<file path="src/rtl/pong_pkg.sv">
// rtl/pong_pkg.sv - shared types and default timing constants for the pong game sequencer
package pong_pkg;

    localparam int SCORE_W = 4;
    localparam int CNT_W   = 26;

    localparam logic [SCORE_W-1:0] WIN_SCORE_DEF    = 4'd9;
    localparam logic [CNT_W-1:0]   SERVE_CYCLES_DEF = 26'd50_000_000;
    localparam logic [15:0]        CLEAR_CYCLES_DEF = 16'd1000;

    typedef enum logic [2:0] {
        ST_IDLE,
        ST_CLEAR,
        ST_SERVE,
        ST_PLAY,
        ST_PAUSE,
        ST_OVER
    } game_state_t;

    function automatic logic score_wins(input logic [SCORE_W-1:0] score,
                                        input logic [SCORE_W-1:0] win_score);
        return score >= win_score;
    endfunction

endpackage

</file>
<file path="src/rtl/button_sync.sv">
// rtl/button_sync.sv - two-flop synchroniser with a one-cycle rising-edge pulse
module button_sync (
    input  logic clock,
    input  logic resetn,
    input  logic btn,
    output logic pulse
);

    logic sync0;
    logic sync1;
    logic sync1_d;

    always_ff @(posedge clock or negedge resetn) begin
        if (!resetn) begin
            sync0   <= 1'b0;
            sync1   <= 1'b0;
            sync1_d <= 1'b0;
        end else begin
            sync0   <= btn;
            sync1   <= sync0;
            sync1_d <= sync1;
        end
    end

    // A held button only ever yields one pulse: the edge detector needs a low to re-arm.
    assign pulse = sync1 & ~sync1_d;

endmodule

</file>
<file path="src/rtl/pong_game_ctrl.sv">
// rtl/pong_game_ctrl.sv - pong game sequencer (start/serve/play/over); pause path under PONG_PAUSE_EN
module pong_game_ctrl
    import pong_pkg::*;
#(
    parameter logic [SCORE_W-1:0] WIN_SCORE    = WIN_SCORE_DEF,
    parameter logic [CNT_W-1:0]   SERVE_CYCLES = SERVE_CYCLES_DEF,
    parameter logic [15:0]        CLEAR_CYCLES = CLEAR_CYCLES_DEF
) (
    input  logic               clock,
    input  logic               resetn,
    input  logic               startBtn,
    input  logic               pauseBtn,
    input  logic [SCORE_W-1:0] p0_score,
    input  logic [SCORE_W-1:0] p1_score,
    output logic               inPlay,
    output logic               newGame,
    output logic               paused,
    output logic               gameOver,
    output logic               winner
);

    localparam logic [CNT_W-1:0] CLEAR_LOAD = {{(CNT_W-16){1'b0}}, CLEAR_CYCLES - 16'd1};
    localparam logic [CNT_W-1:0] SERVE_LOAD = SERVE_CYCLES - CNT_W'(1);

    game_state_t        state_q;
    game_state_t        state_d;
    logic [CNT_W-1:0]   cnt_q;
    logic [CNT_W-1:0]   cnt_d;

    logic               start_pulse;
    logic               pause_pulse;

    logic [SCORE_W-1:0] p0_sync0, p0_sync1, p0_prev;
    logic [SCORE_W-1:0] p1_sync0, p1_sync1, p1_prev;
    logic               score_evt;
    logic               win_hit;

    button_sync u_start_sync (
        .clock  (clock),
        .resetn (resetn),
        .btn    (startBtn),
        .pulse  (start_pulse)
    );

`ifdef PONG_PAUSE_EN
    button_sync u_pause_sync (
        .clock  (clock),
        .resetn (resetn),
        .btn    (pauseBtn),
        .pulse  (pause_pulse)
    );
`else
    logic unused_pause_btn;
    assign unused_pause_btn = pauseBtn;
    assign pause_pulse      = 1'b0;
`endif

    // Scores come from the dynamics clock domain; prev tracks every cycle so
    // changes outside PLAY (e.g. the clear) are absorbed without a transition.
    always_ff @(posedge clock or negedge resetn) begin
        if (!resetn) begin
            p0_sync0 <= '0;
            p0_sync1 <= '0;
            p0_prev  <= '0;
            p1_sync0 <= '0;
            p1_sync1 <= '0;
            p1_prev  <= '0;
        end else begin
            p0_sync0 <= p0_score;
            p0_sync1 <= p0_sync0;
            p0_prev  <= p0_sync1;
            p1_sync0 <= p1_score;
            p1_sync1 <= p1_sync0;
            p1_prev  <= p1_sync1;
        end
    end

    assign score_evt = (p0_sync1 != p0_prev) || (p1_sync1 != p1_prev);
    assign win_hit   = score_wins(p0_sync1, WIN_SCORE) || score_wins(p1_sync1, WIN_SCORE);

    always_comb begin
        state_d = state_q;
        case (state_q)
            ST_IDLE:  if (start_pulse) state_d = ST_CLEAR;
            ST_CLEAR: if (cnt_q == '0) state_d = ST_SERVE;
            ST_SERVE: if (cnt_q == '0) state_d = ST_PLAY;
            ST_PLAY: begin
                if (score_evt) begin
                    state_d = win_hit ? ST_OVER : ST_SERVE;
                end else if (pause_pulse) begin
                    state_d = ST_PAUSE;
                end
            end
            ST_PAUSE: if (pause_pulse) state_d = ST_PLAY;
            ST_OVER:  if (start_pulse) state_d = ST_CLEAR;
            default:  state_d = ST_IDLE;
        endcase
    end

    always_comb begin
        cnt_d = '0;
        if (state_d != state_q) begin
            if (state_d == ST_CLEAR) begin
                cnt_d = CLEAR_LOAD;
            end else if (state_d == ST_SERVE) begin
                cnt_d = SERVE_LOAD;
            end
        end else if ((state_q == ST_CLEAR || state_q == ST_SERVE) && cnt_q != '0) begin
            cnt_d = cnt_q - CNT_W'(1);
        end
    end

    // Outputs decode the next state so they switch together with state_q.
    always_ff @(posedge clock or negedge resetn) begin
        if (!resetn) begin
            state_q  <= ST_IDLE;
            cnt_q    <= '0;
            inPlay   <= 1'b0;
            newGame  <= 1'b0;
            paused   <= 1'b0;
            gameOver <= 1'b0;
            winner   <= 1'b0;
        end else begin
            state_q  <= state_d;
            cnt_q    <= cnt_d;
            inPlay   <= (state_d == ST_PLAY);
            newGame  <= (state_d == ST_CLEAR);
`ifdef PONG_PAUSE_EN
            paused   <= (state_d == ST_PAUSE);
`else
            paused   <= 1'b0;
`endif
            gameOver <= (state_d == ST_OVER);
            if (state_d == ST_OVER && state_q != ST_OVER) begin
                winner <= score_wins(p1_sync1, WIN_SCORE);
            end
        end
    end

endmodule

</file>
<file path="config.mk">
export PLATFORM = sky130hd
export DESIGN_NAME = pong_game_ctrl
export DESIGN_NICKNAME = d
export VERILOG_FILES = /design/src/rtl/pong_pkg.sv /design/src/rtl/button_sync.sv /design/src/rtl/pong_game_ctrl.sv
export SDC_FILE = /design/constraint.sdc
export NUM_CORES = 1
export LEC_CHECK = 0
export BUFFER_PORTS_ARGS = -buffer_cell sky130_fd_sc_hd__buf_4
export CORE_MARGIN = 4
export CORE_UTILIZATION = 45
export DETAILED_ROUTE_END_ITERATION = 10
export PLACE_DENSITY_LB_ADDON = 0.08
export SLEW_MARGIN = 0
export SYNTH_ARGS = -nofsm -noshare
export SYNTH_HDL_FRONTEND = slang
export SYNTH_SLANG_ARGS = --single-unit
</file>
<file path="constraint.sdc">
create_clock -name clock -period 4.5 [get_ports clock]
set_input_delay 0.9 -clock clock [delete_from_list [all_inputs] [get_ports clock]]
set_output_delay 0.9 -clock clock [all_outputs]
set_load 0.02 [all_outputs]
</file>
## Yosys cells after proc, flatten, opt, wreduce, memory -nomap -nowiden

Cells that the tools add are included.
Widths: inputs -> output; s select.

| storage, ports and cells | value |
|---|---|
| bits in registers | 60 |
| input bits | 12 |
| output and inout port bits | 5 |

| cells by class | value |
|---|---|
| add/subtract/negate cells | 1 |
| $lt $le $gt $ge | 2 |
| eq/ne operators | 13 |
| muxes and demuxes | 10 |
| bitwise logic cells | 2 |
| reductions and logical operators | 9 |

Operators with widths:

| operator | number |
|---|---|
| $mux 26 | 4 |
| $logic_not 26->1 | 1 |
| $reduce_bool 26->1 | 1 |
| $sub 26x1->26 const B | 1 |
| $mux 3 | 5 |
| $pmux 3 s5 | 1 |
| $eq 3x2->1 const B | 4 |
| $eq 3x3->1 const B | 3 |
| $ge 4x4->1 const B | 2 |
| $ne 4x4->1 | 2 |
| $eq 3x1->1 const B | 2 |
| $logic_not 3->1 | 1 |
| $logic_or 1x1->1 | 3 |
| $ne 3x3->1 | 1 |
| $ne 3x3->1 const B | 1 |
| $logic_and 1x1->1 | 2 |
| $reduce_or 2->1 | 1 |
| $and 1x1->1 | 1 |
| $not 1->1 | 1 |

## Longest topological paths before layout

Gate-level depths: netlist of run 1.

| depth | value |
|---|---|
| word-level depth | 9 |
| mapped depth | 9 |
| gate-level depth less buffers | 7 |

## By module

A second synthesis of run 1 with hierarchy kept.

| unflattened totals | value |
|---|---|
| cells, all modules | 229 |
| area, all modules | 2617.5 sq um |

By module, submodules not included:

| module | times used | cells an instance | area each (sq um) | sequential area each (sq um) |
|---|---|---|---|---|
| pong_game_ctrl | 1 | 225 | 2528.7 | 1426.4 |
| button_sync | 1 | 4 | 88.8 | 75.1 |

## Least setup slack after synthesis of run 1

Ideal clock, no wire load.

| timing path | value |
|---|---|
| path kind | register -> register |
| start point | register cnt_q[10] |
| end point | register cnt_q[0] |
| library setup time | 143 ps |
| data arrival time | 1898 ps |
| required time | 4357 ps |
| path slack | 2458 ps |
| stages on the path, launching flop included | 8 |
| buffers on the path | 2 |
| period minus slack after synthesis | 2042 ps |
| path through | dfrtp_1 > or4_4 > or2_1 > nor4_4 > or3_1 > buf_4 > buf_6 > o211ai_1 |

| on the way | value |
|---|---|
| word-level cells in the longest chain between the ends | 7 |
| elaborated cells on any way between the ends | 13 |
| those cells by class | 3 x eq/ne; 7 x mux; 3 x reduce/logical |

RTL lines:

| item | line | text |
|---|---|---|
| start, declared | pong_game_ctrl.sv:27 | `logic [CNT_W-1:0] cnt_q;` |
| start signal, assigned | pong_game_ctrl.sv:125 | `cnt_q <= cnt_d;` |
| $logic_not 26->1 | pong_game_ctrl.sv:85, pong_game_ctrl.sv:86 |  |
| $mux 3 (on tied branches) | pong_game_ctrl.sv:86, pong_game_ctrl.sv:85 |  |
| $pmux 3 s5 | pong_game_ctrl.sv:83 | `case (state_q)` |
| $eq 3x2->1 | pong_game_ctrl.sv:105 | `end else if (state_d == ST_SERVE) begin` |
| $mux 26 | pong_game_ctrl.sv:105 |  |
| $mux 26 | pong_game_ctrl.sv:103 | `if (state_d == ST_CLEAR) begin` |
| $mux 26 (*) | pong_game_ctrl.sv:102 | `if (state_d != state_q) begin` |
| via cnt_d[0] | pong_game_ctrl.sv:28 | `logic [CNT_W-1:0] cnt_d;` |

Mark *: on every way through the listed nets, which the timed path passes. The rest lies on a longest branch.
A chain may end at the register's enable or synchronous reset.

## Final worst setup path of run 1

| timing path | value |
|---|---|
| start point | register cnt_q[15] |
| end point | register cnt_q[6] |

The elaborated chain is that of the path after synthesis.

==> flow_metrics.env, run 1 <==
export IMPL_status="finished clean"
export IMPL_diodes=0
export IMPL_dp_cells=294
export IMPL_min_path_type="reg -> reg"
export IMPL_cp_required_ns=4.68
export IMPL_cts_resized=0
export IMPL_fillers=490
export IMPL_max_freq_ghz=0.373
export IMPL_netlist_instances=214
export IMPL_min_period_ns=2.68
export IMPL_port_buffers=14
export IMPL_register_area_um2=1500
export IMPL_dieArea_um2=6870
export IMPL_ant_nets=0
export IMPL_grt_usage=0.147
export IMPL_multi_input_comb_area_um2=960
export IMPL_cts_tree="yes"
export IMPL_cts_hold_fix_buffers=0
export IMPL_finalClockSkew_ns=0.00542
export IMPL_critPathTopFamily="simple AND/OR/NAND/NOR gates"
export IMPL_max_stage_delay_ns=0.75
export IMPL_ys_ff_latch=60
export IMPL_layout_setup_ws_ns=1.82
export IMPL_drive_gt1_frac=0.160
export IMPL_firstDrtPassIters=5
export IMPL_grt_pass1_vias=1728
export IMPL_clkLatencyLatePin_ns=0.34
export IMPL_synthDistinctLibCells=38
export IMPL_clk_pin_slew_worst_paths_ns=0.07
export IMPL_ir_drop_mv=0.289
export IMPL_slew_violations=0
export IMPL_syn_num_nets=227
export IMPL_finalHoldWorstSlack_ns=0.349
export IMPL_cts_root_buffer_cell="clkbuf_8"
export IMPL_ys_warn_count=0
export IMPL_grt_first_pass_wirelength_um=8050
export IMPL_coreArea_um2=5470
export IMPL_clock_sinks=60
export IMPL_finalSetupViolations=0
export IMPL_syn_to_final_growth_pct=15.1
export IMPL_drt_iter0_markers=105
export IMPL_drt_wl_total_um=4450
export IMPL_num_rows=27
export IMPL_viasPerCell=5.19
export IMPL_initial_core_util=0.461
export IMPL_htree_levels=3
export IMPL_mostFrequentLayoutCell="dfrtp_1"
export IMPL_p_per_area_nw_per_um2=616
export IMPL_dp_final_hpwl_um=2990
export IMPL_cts_inserted_buffers=9
export IMPL_post_cts_setup_buffers=0
export IMPL_worst_slew_pin_slew_ns=0.887
export IMPL_p_leak_nw=1.24
export IMPL_cp_data_arrival_time_ns=2.86
export IMPL_worstSetupEndpointType="flip-flop"
export IMPL_drv_cap=0
export IMPL_final_cell_mix="dfrtp_1, xnor2_1, nor2_1"
export IMPL_slew_headroom=0.408
export IMPL_seq_area_frac_synth=0.595
export IMPL_hold_viol=0
export IMPL_worstPathMaxFanout=26
export IMPL_wl_per_cell_um=14.3
export IMPL_drc=0
export IMPL_synth_area_um2=2520
export IMPL_fin_cells=310
export IMPL_rsz0062_at_grt="no"
export IMPL_period_share=0.595
export IMPL_startpoint_type="flip-flop"
export IMPL_vias=1609
export IMPL_crit_type="reg -> reg"
export IMPL_die_x_um=82.9
export IMPL_place_ws_ns=1.82
export IMPL_critPathBufInv=0
export IMPL_p_total_mw=1.79
export IMPL_cp_slowest_cell="or3_1"
export IMPL_grt_antenna_before_repair=0
export IMPL_overflow=0
export IMPL_cts_max_path_buffers=2
export IMPL_ios=17
export IMPL_cp_cell_sequence="nor4_1 > nand2_1 > nor4_4 > or3_1 > o211ai_1"
export IMPL_setup_tns_ns=0
export IMPL_routabilityCongestion=0.830
export IMPL_final_nets=246
export IMPL_grt_max_degree=61
export IMPL_postSynthAreaPerCell_um2=11.8
export IMPL_dieHeight_um=82.9
## power breakdown
part           internal (mW)  switching [mW]
Clock                  0.329           0.215
Sequential             0.656           0.123
Combinational          0.214           0.253
Total                   1.20           0.591
## worst paths after layout
kind / start / endpoint / slack, ns / depth (start not counted)
worst max-delay path: cnt_q[15]$_DFF_PN0_ / cnt_q[6]$_DFF_PN0_ / 1.82 / 5
worst min-delay path: p0_sync0[0]$_DFF_PN0_ / p0_sync1[0]$_DFF_PN0_ / 0.35 / 0
worst max register to register: cnt_q[15]$_DFF_PN0_ / cnt_q[6]$_DFF_PN0_ / 1.82 / 5
worst min register to register: p0_sync0[0]$_DFF_PN0_ / p0_sync1[0]$_DFF_PN0_ / 0.35 / 0
max in group asynchronous: resetn / p1_sync0[0]$_DFF_PN0_ / 3.39 / 1
min in group asynchronous: resetn / u_start_sync.sync1$_DFF_PN0_ / 0.61 / 1
## worst reg2reg max path, stage by stage, from the launching register on
cell and delay [ns]:
dfrtp_1 0.44, nor4_1 0.53, nand2_1 0.22, nor4_4 0.38, or3_1 0.75, o211ai_1 0.21
## cells in the mapped netlist, drive strengths merged
cell type | n | area (µm²)
clkbuf | 3 | 11.3
xor2 | 10 | 87.6
o31ai | 2 | 15.0
conb | 1 | 3.75
a2111oi | 1 | 15.0
and3 | 1 | 6.26
o21bai | 1 | 7.51
ha | 1 | 12.5
buf | 4 | 37.5
nor2b | 3 | 18.8
nor4 | 10 | 92.6
inv | 4 | 15.0
nand3 | 6 | 30.0
nor3 | 7 | 35.0
nor2 | 17 | 63.8
or4 | 3 | 26.3
xnor2 | 24 | 210
nand2b | 1 | 6.26
and2 | 1 | 6.26
o41a | 1 | 11.3
a32o | 1 | 10.0
o211ai | 5 | 37.5
dfrtp | 60 | 1500
o21ai | 18 | 90.1
mux2i | 1 | 10.0
a21oi | 1 | 5.00
nand2 | 14 | 52.6
or2 | 3 | 18.8
or3 | 4 | 30.0
nand4 | 3 | 18.8
a311oi | 1 | 8.76
nor4b | 2 | 30.0
## through the flow
step | cell area (µm²) | utilization
after global placement | 2680 | 0.489
after CTS | 2910 | 0.531
final | 2910 | 0.531
after detailed placement | 2680 | 0.489
after global routing | 2910 | 0.531
after floorplan | 2520 | -
## flip-flops by register name, indices dropped and copies added (netlist names)
signal	count
cnt_q	26
p0_prev	4
p0_sync0	4
p0_sync1	4
p1_prev	4
p1_sync0	4
p1_sync1	4
state_q	3
gameOver	1
inPlay	1
newGame	1
u_start_sync.sync0	1
u_start_sync.sync1	1
u_start_sync.sync1_d	1
winner	1
## cell families (layout without fill, tap and decap cells)
kind of cell               Yosys count  in the layout  share of synthesized area
DFF                                 60             60                      0.595
xor gates and xnor gates            34             34                      0.118
AOI/OAI and AO/OA                   31             31                     0.0793
buffers and inverters               11             35                     0.0253
adders and majority gates            1              1                    0.00495
other                                1              1                    0.00149
and+or+nand+nor                     75             75                      0.172
muxes                                1              1                    0.00396
## per-layer routing
metal / track usage / up-vias / share of wire
met2: 0.235 / 28 / 0.49
met4: 0.0758 / 0 / 0.019
met3: 0.0506 / 6 / 0.045
li1: - / 782 / -
met1: 0.175 / 793 / 0.45
met5: 0 / - / 0
## area by class of cell
class	count	area share
clock buffers	11	0.0487
clock inverters	5	0.0293
inverters	4	0.00517
multi-input cells	143	0.330
flip-flops and latches	60	0.517
well taps	72	0.0310
repair buffers	15	0.0388
Power figures use the tool's default switching activity.
==> run 2: changes to the inputs <==
==> constraint.sdc (replaced) <==
create_clock -name clock -period 2.7 [get_ports clock]
set_input_delay 0.54 -clock clock [delete_from_list [all_inputs] [get_ports clock]]
set_output_delay 0.54 -clock clock [all_outputs]
set_load 0.02 [all_outputs]
==> flow_metrics.env, run 2 (same netlist as run 1, synthesis figures left out) <==
export IMPL_status="finished clean"
export IMPL_grt_first_pass_wirelength_um=8300
export IMPL_max_freq_ghz=0.423
export IMPL_crit_type="reg -> reg"
export IMPL_cts_root_buffer_cell="clkbuf_8"
export IMPL_drive_gt1_frac=0.174
export IMPL_vias=1654
export IMPL_period_share=0.875
export IMPL_combPwrFrac=0.278
export IMPL_switchingPower_mw=1.01
export IMPL_switching_share=0.347
export IMPL_drc=0
export IMPL_dp_final_hpwl_um=3090
export IMPL_finalSetupViolations=0
export IMPL_fin_util=0.530
export IMPL_mostFrequentLayoutCell="dfrtp_1"
export IMPL_setup_tns_ns=0
export IMPL_routabilityCongestion=0.841
export IMPL_dpl_cell_area_um2=2700
export IMPL_regMostFlops="cnt_q"
export IMPL_wl_per_cell_um=14.5
export IMPL_hold_viol=0
export IMPL_num_rows=27
export IMPL_drv_cap=0
export IMPL_htree_levels=3
export IMPL_final_cell_mix="dfrtp_1, xnor2_1, buf_4"
export IMPL_startpoint_type="flip-flop"
export IMPL_design_area_um2=2900
export IMPL_ir_drop_mv=0.506
export IMPL_dieHeight_um=82.9
export IMPL_p_per_area_nw_per_um2=1000
export IMPL_diodes=0
export IMPL_cts_hold_fix_buffers=0
export IMPL_cts_max_path_buffers=2
export IMPL_critPathLaunch="cnt_q[0]$_DFF_PN0_"
export IMPL_dieArea_um2=6870
export IMPL_cts_inserted_buffers=9
export IMPL_drt_iter0_markers=80
export IMPL_r2r_end="cnt_q[2]$_DFF_PN0_"
export IMPL_port_buffers=14
export IMPL_worstPathMaxFanout=26
export IMPL_cts_resized=0
export IMPL_layout_setup_ws_ns=0.337
export IMPL_r2r_start="cnt_q[0]$_DFF_PN0_"
export IMPL_slew_headroom=0.507
export IMPL_clk_pin_slew_worst_paths_ns=0.07
export IMPL_viasPerCell=5.28
export IMPL_final_nets=249
export IMPL_worst_r2r_cell_count=8
export IMPL_cp_data_arrival_time_ns=2.54
export IMPL_ios=17
export IMPL_post_cts_setup_buffers=0
export IMPL_overflow=0
export IMPL_clock_sinks=60
export IMPL_finalClockSkew_ns=0.00804
export IMPL_p_clk_frac=0.274
export IMPL_place_ws_ns=0.347
export IMPL_min_path_type="in -> async"
export IMPL_grt_max_degree=61
export IMPL_die_x_um=82.9
export IMPL_slew_violations=0
export IMPL_clkLatencyLatePin_ns=0.34
export IMPL_largest_reg_flops=26
export IMPL_grt_usage=0.154
export IMPL_p_int_mw=1.90
export IMPL_min_period_ns=2.36
export IMPL_grt_pass1_vias=1742
export IMPL_cp_required_ns=2.87
export IMPL_cts_tree="yes"
export IMPL_endpoint="cnt_q[2]$_DFF_PN0_"
export IMPL_fillers=491
export IMPL_coreArea_um2=5470
export IMPL_firstDrtPassIters=4
export IMPL_worst_slew_pin_slew_ns=0.739
export IMPL_drt_wl_total_um=4550
export IMPL_syn_to_final_growth_pct=15.0
export IMPL_r2r_slack_ns=0.34
export IMPL_p_leak_nw=1.25
export IMPL_ant_nets=0
export IMPL_grt_antenna_before_repair=0
export IMPL_worstSetupEndpointType="flip-flop"
export IMPL_rsz0062_at_grt="no"
export IMPL_initial_core_util=0.461
export IMPL_seq_power_share=0.448
run 2: final cells by class:
cell class / instances / area, µm² / share of cell area
sequential: 60 / 1500 / 0.517
timing repair buffer: 18 / 135 / 0.0466
inverter: 4 / 15.0 / 0.00517
clock inverter: 7 / 77.6 / 0.0267
tap: 72 / 90.1 / 0.0310
multi-input combinational: 143 / 960 / 0.331
clock buffer: 9 / 124 / 0.0427
run 2: worst min-delay path by stage:
stage,startpoint,endpoint,slack (ns),cells past startpoint
4_1_cts,resetn,p1_sync1[0]$_DFF_PN0_,0.28,1
3_5_place_dp,p0_sync0[3]$_DFF_PN0_,p0_sync1[3]$_DFF_PN0_,0.33,0
6_report,resetn,winner$_DFFE_PN0P_,0.26,1
5_1_grt,p0_score[0],p0_sync0[0]$_DFF_PN0_,0.26,1
2_1_floorplan,resetn,cnt_q[0]$_DFF_PN0_,0.24,0
3_3_place_gp,p1_sync0[0]$_DFF_PN0_,p1_sync1[0]$_DFF_PN0_,0.33,0
run 2: layer usage:
layer  track usage  vias up  wire length (µm)
met2         0.243       28              2230
met1         0.186      834              2020
met4        0.0565        0                73
met3        0.0704        7               224
li1              -      785                 -
met5             0        -                 0
run 2: power groups by stage:
stage / registers (mW) / logic, mW / clock network (mW)
6_report: 1.30 / 0.809 / 0.795
5_1_grt: 1.33 / 0.900 / 0.873
4_1_cts: 1.30 / 0.815 / 0.826
3_5_place_dp: 1.32 / 0.806 / 0
3_3_place_gp: 1.29 / 0.772 / 0
2_1_floorplan: 1.26 / 0.662 / 0
run 2: per-stage QoR:
step	hold WS [ns]	power [mW]	cells
floorplan	0.244	1.92	214
global placement	0.331	2.07	297
detailed placement	0.335	2.12	297
CTS	0.278	2.94	313
global route	0.263	3.11	313
finish	0.263	2.91	313
run 2: worst max-delay path: stages, from the launching register on:
cell and delay [ns]:
dfrtp_1 0.41, inv_1 0.07, ha_1 0.20, nor4b_2 0.36
nand3_1 0.30, nor4_4 0.28, or3_1 0.16, buf_4 0.28
o211ai_1 0.15
==> run 3: changes to the inputs <==
--- a/config.mk
+++ b/config.mk
@@ -5,7 +5,7 @@
 export SDC_FILE = /design/constraint.sdc
 export NUM_CORES = 1
 export LEC_CHECK = 0
-export BUFFER_PORTS_ARGS = -buffer_cell sky130_fd_sc_hd__buf_4
+export BUFFER_PORTS_ARGS = -buffer_cell sky130_fd_sc_hd__buf_2
 export CORE_MARGIN = 4
 export CORE_UTILIZATION = 45
 export DETAILED_ROUTE_END_ITERATION = 10
==> flow_metrics.env, run 3 (same netlist as run 1, synthesis figures left out) <==
export IMPL_cts_inserted_buffers=9
export IMPL_cts_hold_fix_buffers=0
export IMPL_setup_tns_ns=0
export IMPL_finalClockSkew_ns=0.0117
export IMPL_crit_type="reg -> reg"
export IMPL_num_rows=27
export IMPL_startpoint_type="flip-flop"
export IMPL_max_stage_delay_ns=0.41
export IMPL_diodes=0
export IMPL_critPathBufInv=2
export IMPL_hold_viol=0
export IMPL_worst_r2r_cell_count=8
export IMPL_routabilityCongestion=0.803
export IMPL_min_period_ns=2.28
export IMPL_initial_core_util=0.461
export IMPL_endpoint="cnt_q[6]$_DFF_PN0_"
export IMPL_cp_data_arrival_time_ns=2.46
export IMPL_fillers=490
export IMPL_coreArea_um2=5470
export IMPL_r2r_slack_ns=0.42
export IMPL_cts_tree="yes"
export IMPL_final_nets=250
export IMPL_cp_depth=8
export IMPL_cts_max_path_buffers=2
export IMPL_worstSetupEndpointType="flip-flop"
export IMPL_dieHeight_um=82.9
export IMPL_overflow=0
export IMPL_grt_antenna_before_repair=0
export IMPL_dp_final_hpwl_um=2980
export IMPL_period_share=0.843
export IMPL_cp_required_ns=2.89
export IMPL_cts_root_buffer_cell="clkbuf_8"
export IMPL_max_freq_ghz=0.440
export IMPL_r2r_start="cnt_q[0]$_DFF_PN0_"
export IMPL_r2r_end="cnt_q[6]$_DFF_PN0_"
export IMPL_critPathTopFamily="simple AND/OR/NAND/NOR gates"
export IMPL_grt_usage=0.143
export IMPL_worstPathMaxFanout=26
export IMPL_drv_cap=0
export IMPL_p_total_mw=2.92
export IMPL_die_x_um=82.9
export IMPL_worst_slew_pin_slew_ns=0.715
export IMPL_slew_headroom=0.524
export IMPL_status="finished clean"
export IMPL_p_per_area_nw_per_um2=1010
export IMPL_drive_gt1_frac=0.178
export IMPL_clkLatencyLatePin_ns=0.34
export IMPL_cts_resized=0
export IMPL_port_buffers=14
export IMPL_grt_first_pass_wirelength_um=7880
export IMPL_drt_wl_total_um=4370
export IMPL_htree_levels=3
export IMPL_finalSetupViolations=0
export IMPL_syn_to_final_growth_pct=14.1
export IMPL_vias=1622
export IMPL_mostFrequentLayoutCell="dfrtp_1"
export IMPL_drt_iter0_markers=84
export IMPL_grt_pass1_vias=1773
export IMPL_hp_start="p1_score[2]"
export IMPL_viasPerCell=5.17
export IMPL_largest_reg_flops=26
export IMPL_firstDrtPassIters=4
export IMPL_clock_sinks=60
export IMPL_ant_nets=0
export IMPL_final_cell_mix="dfrtp_1, xnor2_1, nor2_1"
export IMPL_dieArea_um2=6870
export IMPL_grt_max_degree=61
export IMPL_min_path_type="in -> reg"
export IMPL_drc=0
export IMPL_post_cts_setup_buffers=0
export IMPL_cp_cell_sequence="inv_1 > ha_1 > nor4b_2 > nand3_1 > nor4_4 > or3_1 > buf_4 > o211ai_1"
export IMPL_ios=17
export IMPL_clk_pin_slew_worst_paths_ns=0.08
export IMPL_rsz0062_at_grt="no"
export IMPL_slew_violations=0
export IMPL_ir_drop_mv=0.422
export IMPL_critPathLaunch="cnt_q[0]$_DFF_PN0_"
export IMPL_cp_slowest_cell="dfrtp_1"
export IMPL_regMostFlops="cnt_q"
export IMPL_wl_per_cell_um=13.9
export IMPL_p_leak_nw=1.25
==> run 3: how the worst min path moves through the flow <==
stage | cells past startpoint | end
after floorplan | 0 | cnt_q[0]$_DFF_PN0_
after global placement | 0 | p1_sync1[0]$_DFF_PN0_
after detailed placement | 0 | p0_sync1[2]$_DFF_PN0_
after CTS | 1 | p1_sync0[3]$_DFF_PN0_
after global routing | 1 | p1_sync0[3]$_DFF_PN0_
final | 1 | p1_sync0[2]$_DFF_PN0_
==> run 3: power breakdown <==
group	leakage, nW	internal [mW]	total (mW)	switching [mW]
registers	0.740	1.09	1.29	0.199
clock network	0.107	0.459	0.828	0.369
logic	0.402	0.367	0.798	0.431
total	1.25	1.92	2.92	0.999
==> run 3: final cells by class <==
type / count / area (µm²) / area share
Tap cell: 72 / 90.1 / 0.0313
Inverter: 4 / 15.0 / 0.00521
Sequential cell: 60 / 1500 / 0.521
Timing Repair Buffer: 19 / 108 / 0.0373
Clock buffer: 10 / 138 / 0.0478
Multi-Input combinational cell: 143 / 960 / 0.333
Clock inverter: 6 / 70.1 / 0.0243
==> run 3: stage by stage <==
step            util  hold WS (ns)  std cells  area [µm²]  worst slack, ns
3_5_place_dp   0.489         0.335        298        2670            0.410
3_3_place_gp   0.489         0.331        298        2670            0.463
4_1_cts        0.527         0.281        314        2880            0.402
6_report       0.527         0.303        314        2880            0.425
2_1_floorplan      -         0.244        214        2520            0.658
5_1_grt        0.527         0.282        314        2880            0.200
==> run 3: routing by layer <==
| metal | up-vias | global-route usage | routed length (µm) |
|---|---|---|---|
| met5 | - | 0 | 0 |
| met4 | 0 | 0.0743 | 89 |
| met3 | 9 | 0.0506 | 196 |
| met2 | 31 | 0.233 | 2100 |
| met1 | 791 | 0.167 | 1990 |
| li1 | 791 | - | - |
